## src/rtl/dma_pump.sv

```systemverilog
// dma_pump: register-controlled DMA pattern source feeding the tlp_xcvr stream port
module dma_pump #(
  parameter int REG_ABITS = 3
) (
  input  logic                 pcieClk_in,
  input  logic                 reset_in,
  input  logic [REG_ABITS-1:0] cpuChan_in,
  input  logic [31:0]          cpuWrData_in,
  input  logic                 cpuWrValid_in,
  output logic                 cpuWrReady_out,
  output logic [31:0]          cpuRdData_out,
  output logic                 cpuRdValid_out,
  input  logic                 cpuRdReady_in,
  output logic [63:0]          dmaData_out,
  output logic                 dmaValid_out,
  input  logic                 dmaReady_in
);
  typedef enum logic [1:0] {IDLE, RUN, STOPPING} state_t;
  state_t state, state_nx;
  logic [31:0] length, seed, step, sent, remaining, next_c;
  logic done, aborted, busy, start, abort, accept;
  logic launch, empty_done, end_done, end_abort;
  logic unused_rd_ready;
  assign unused_rd_ready = cpuRdReady_in;
  assign cpuWrReady_out  = 1'b1;
  assign cpuRdValid_out  = 1'b1;
  assign busy   = state != IDLE;
  assign start  = cpuWrValid_in && cpuChan_in == REG_ABITS'(0) && cpuWrData_in[0];
  assign abort  = cpuWrValid_in && cpuChan_in == REG_ABITS'(0) && cpuWrData_in[1];
  assign accept = dmaValid_out && dmaReady_in;
  assign next_c = dmaData_out[63:32] + step;
  assign cpuRdData_out = cpuChan_in == REG_ABITS'(1) ? length :
                         cpuChan_in == REG_ABITS'(2) ? seed :
                         cpuChan_in == REG_ABITS'(3) ? step :
                         cpuChan_in == REG_ABITS'(4) ? {29'd0, aborted, done, busy} :
                         cpuChan_in == REG_ABITS'(5) ? sent : 32'd0;
  // state register
  always_ff @(posedge pcieClk_in or posedge reset_in)
    if (reset_in) state <= IDLE;
    else state <= state_nx;
  // next state and one-cycle control strobes; ABORT outranks START once busy
  always_comb begin
    state_nx   = state;
    launch     = 1'b0;
    empty_done = 1'b0;
    end_done   = 1'b0;
    end_abort  = 1'b0;
    case (state)
      IDLE: begin
        launch     = start && length != 0;
        empty_done = start && length == 0;
        state_nx   = launch ? RUN : IDLE;
      end
      RUN: begin
        end_abort = abort && (accept || !dmaValid_out);
        end_done  = !abort && accept && remaining == 32'd1;
        state_nx  = (end_abort || end_done) ? IDLE : abort ? STOPPING : RUN;
      end
      STOPPING: begin
        end_abort = accept;
        state_nx  = accept ? IDLE : STOPPING;
      end
      default: state_nx = IDLE;
    endcase
  end
  // register file, beat counters and the registered stream output
  always_ff @(posedge pcieClk_in or posedge reset_in)
    if (reset_in) begin
      length       <= 32'd0;
      seed         <= 32'd0;
      step         <= 32'd1;
      sent         <= 32'd0;
      remaining    <= 32'd0;
      done         <= 1'b0;
      aborted      <= 1'b0;
      dmaValid_out <= 1'b0;
      dmaData_out  <= 64'd0;
    end else begin
      if (cpuWrValid_in && !busy && cpuChan_in == REG_ABITS'(1)) length <= cpuWrData_in;
      if (cpuWrValid_in && !busy && cpuChan_in == REG_ABITS'(2)) seed <= cpuWrData_in;
      if (cpuWrValid_in && !busy && cpuChan_in == REG_ABITS'(3)) step <= cpuWrData_in;
      if (accept) begin
        sent        <= sent + 32'd1;
        remaining   <= remaining - 32'd1;
        dmaData_out <= {next_c, ~next_c};
      end
      if (launch) begin
        done         <= 1'b0;
        aborted      <= 1'b0;
        sent         <= 32'd0;
        remaining    <= length;
        dmaValid_out <= 1'b1;
        dmaData_out  <= {seed, ~seed};
      end
      if (empty_done) begin
        done    <= 1'b1;
        aborted <= 1'b0;
        sent    <= 32'd0;
      end
      if (end_done) begin
        dmaValid_out <= 1'b0;
        done         <= 1'b1;
      end
      if (end_abort) begin
        dmaValid_out <= 1'b0;
        aborted      <= 1'b1;
      end
    end
endmodule

```

## config.mk

```make
export PLATFORM = sky130hd
export DESIGN_NAME = dma_pump
export DESIGN_NICKNAME = d
export VERILOG_FILES = /design/src/rtl/dma_pump.sv
export SDC_FILE = /design/constraint.sdc
export NUM_CORES = 1
export LEC_CHECK = 0
export BUFFER_PORTS_ARGS = -buffer_cell sky130_fd_sc_hd__buf_4
export CAP_MARGIN = 0
export CORE_UTILIZATION = 36
export DETAILED_ROUTE_END_ITERATION = 10
export GPL_TIMING_DRIVEN = 0
export PLACE_DENSITY = 0.67
export SLEW_MARGIN = 20
export SYNTH_ARGS = -nofsm -noshare
export SYNTH_HDL_FRONTEND = slang
export SYNTH_SLANG_ARGS = --single-unit
export TNS_END_PERCENT = 50
```

## constraint.sdc

```tcl
create_clock -name pcieClk_in -period 8.1 [get_ports pcieClk_in]
set_input_delay 1.62 -clock pcieClk_in [delete_from_list [all_inputs] [get_ports pcieClk_in]]
set_output_delay 1.62 -clock pcieClk_in [all_outputs]
set_load 0.02 [all_outputs]
```

==> out/metrics.cfg <==
[global_route]
antenna_found_initial=0
grt_first_pass_wirelength_microns=65200
via_count_of_the_first_global_routing_pass=10770
global_route_usage_over_all_layers=0.239
grt-ovfl-total=0
grt_max_degree=99

[setup_path]
largest_fanout_on_the_critical_path=10
worst_ep_required_ns=6.48
timing.critical_path.to=cpuRdData_out[11]
ff2ff_path_depth=10
timing.reg2reg.setup_slack_ns=4.69
worst-endpoint-arrival_ns=4.26
startpoint=cpuChan_in[1]
reg2reg_to=dmaData_out[30]
crit_path_start_kind=primary input
worst_setup_path_end_kind=primary output
crit_type=primary input to primary output
regToRegStartpoint=dmaData_out[32]

[hold_path]
worst_hold_check_path_type=register to register

[run_status]
run_status=completed

[detailed_routing]
ant_nets=0
vias=11004
postRouteWirelength_microns=43000
drt-initial-drc-count=1043
drcViolationCount=0
dr.pass1.iters=7
wl_per_cell_microns=21.9
vias_per_cell=5.61

[die]
floorplan_core_area_sq_um=34500
floorplan.die.height_microns=189
die_w_microns=189
placement_rows=68
boundaryPins=139
start_util=0.366
die_area_sq_um=35700

[cells_and_area]
area_growth_pct=19.2
fin_nets=1572
antenna_cells_inserted=0
count_of_placed_standard_cells_in_the_final_layout_fillers_left_out=1963
final_layout_size_suffix_gt1_frac=0.199

[synthesis]
synth-edff-count=0
synth.area.top_cells=sky130_fd_sc_hd__dfrtp_1 45%, sky130_fd_sc_hd__mux2_2 8.4%, sky130_fd_sc_hd__nor2_1 5.4%
synth_largest_type_area_fraction=0.453
cell_taking_the_most_area_after_synthesis=sky130_fd_sc_hd__dfrtp_1
post_synth_inst_count=1331
sequential_element_share_of_the_synthesized_area=0.455
netlist_top_cells_count=228 x sky130_fd_sc_hd__dfrtp_1, 181 x sky130_fd_sc_hd__nor2_1, 107 x sky130_fd_sc_hd__nand2_1
netlist_area_sq_um=12600
synth-warning-count=0
synthesis_stage_register_bit_count=229
synth_async_sr_flop_share=1.00
post-synth-top-count-cell=sky130_fd_sc_hd__dfrtp_1
number_of_library_cell_types_mapped_by_synthesis=68
ys.flop_type=sky130_fd_sc_hd__dfrtp_1
syn_avg_cell_area_sq_um=9.46

[timing]
slew_headroom=0.313
layout_min_cycle_time_ns=5.88
skew_ns=0.0180
slew_violations=0
post-route-period-util=0.726
grt_setup_unrepaired=no
setup_viol=0
fin_ws_ns=2.22
max_clock_freq_ghz=0.170
max_slew.worst_pin.slew_ns=1.03
worst_hold_slack_ns=0.489
finalHoldViolations=0

[placement]
place.gp.congestion=0.912
hpwlAfterDp_microns=32300
io_buffers=132
preCtsSetupSlack_ns=2.30
dp.cells=1921

[clock_tree]
worst_setup_hold_path_clk_slew_ns=0.06
cts-root-buf=sky130_fd_sc_hd__clkbuf_16
post_cts.resized_instances=0
clkSinkCount=229
htreeDepth=1
postCtsSetupRepairBufs=0
tritoncts=done
cts_inserted_buffers=25
ctsHoldBuffers=0
maximum_buffer_depth_of_the_clock_tree=3
clock_latency_on_the_worst_skew_pair_ns=0.53

[flow_run]
max_cap_violations=0

[power_and_ir_drop]
pwr_density_cell_nw_per_um2=400
leakage_nw=6.55
peak_ir_drop_on_the_vdd_network_mv=0.232
total_power_of_the_final_layout_w=0.00601

sequential cells by signal, indices dropped and copies added (netlist names):
signal        cells
aborted           1
dmaData_out      64
dmaValid_out      1
done              1
length           32
remaining        32
seed             32
sent             32
state             2
step             32
metrics by stage:
step | TNS, ns | instance area [sq um] | util
detailed placement | 0 | 14200 | 0.413
CTS | 0 | 15000 | 0.436
finish | 0 | 15000 | 0.436
global placement | -561.84 | 14200 | 0.411
floorplan | 0 | 12600 | -
global route | 0 | 15000 | 0.436
where the power goes:
group	internal, W	switching, W	total (W)
Sequential	0.00160	0.000537	0.00214
Clock	0.000662	0.000480	0.00114
Combinational	0.00117	0.00156	0.00273
Total	0.00344	0.00258	0.00601
worst max-delay path, cell delays in order:
cell	delay, ns
sky130_fd_sc_hd__clkbuf_1	0.31
sky130_fd_sc_hd__nor2b_1	0.43
sky130_fd_sc_hd__and2_1	0.23
sky130_fd_sc_hd__clkbuf_1	0.48
sky130_fd_sc_hd__clkbuf_1	0.56
sky130_fd_sc_hd__nand2_1	0.11
sky130_fd_sc_hd__a21oi_1	0.31
sky130_fd_sc_hd__buf_4	0.21
logic make-up (layout without fill, tap and decap cells):
group	Yosys count	in the layout	synth area share
adder cells (fa/ha/maj)	39	39	0.0393
AO/OA/AOI/OAI	317	317	0.156
AND/OR/NAND/NOR	448	448	0.168
multiplexers	95	95	0.0848
other	1	2	0.000298
XOR/XNOR	85	85	0.0591
flip-flops	229	229	0.455
buffers and inverters	117	293	0.0379
per-layer routing:
metal	vias to the layer above	track usage	wire (microns)
met5	-	0	0
met4	0	0.0999	1800
met3	85	0.0274	3000
met2	462	0.361	18800
met1	5419	0.345	19400
li1	5038	-	-
worst min-delay path by stage:
stage / cells past startpoint / start / slack [ns] / endpoint
after floorplan: 1 / seed[2] / 0.46 / dmaData_out[2]
after global placement: 1 / dmaData_out[21] / 0.47 / dmaData_out[21]
after detailed placement: 1 / dmaData_out[21] / 0.47 / dmaData_out[21]
after CTS: 1 / dmaData_out[24] / 0.50 / dmaData_out[24]
after global routing: 1 / dmaData_out[21] / 0.52 / dmaData_out[21]
final: 1 / dmaData_out[21] / 0.49 / dmaData_out[21]
cell usage in the layout, fill, tap and decap left out, drive strengths merged, types with 42 or more instances in the layout:
cell,instances
buf,146
clkbuf,94
xor2,43
mux2,94
xnor2,42
nor2,182
o22ai,50
a21oi,76
dfrtp,228
inv,43
o21ai,87
nand2,107
final cells by class:
cell class / count / area (sq um)
Fill cell: 3343 / 19400
Multi-Input combinational cell: 986 / 6390
Sequential cell: 229 / 5730
Timing Repair Buffer: 134 / 1050
Clock buffer: 32 / 692
Tap cell: 455 / 569
Buffer: 74 / 317
Inverter: 43 / 169
Clock inverter: 10 / 104
(Power assumes the default switching activity.)
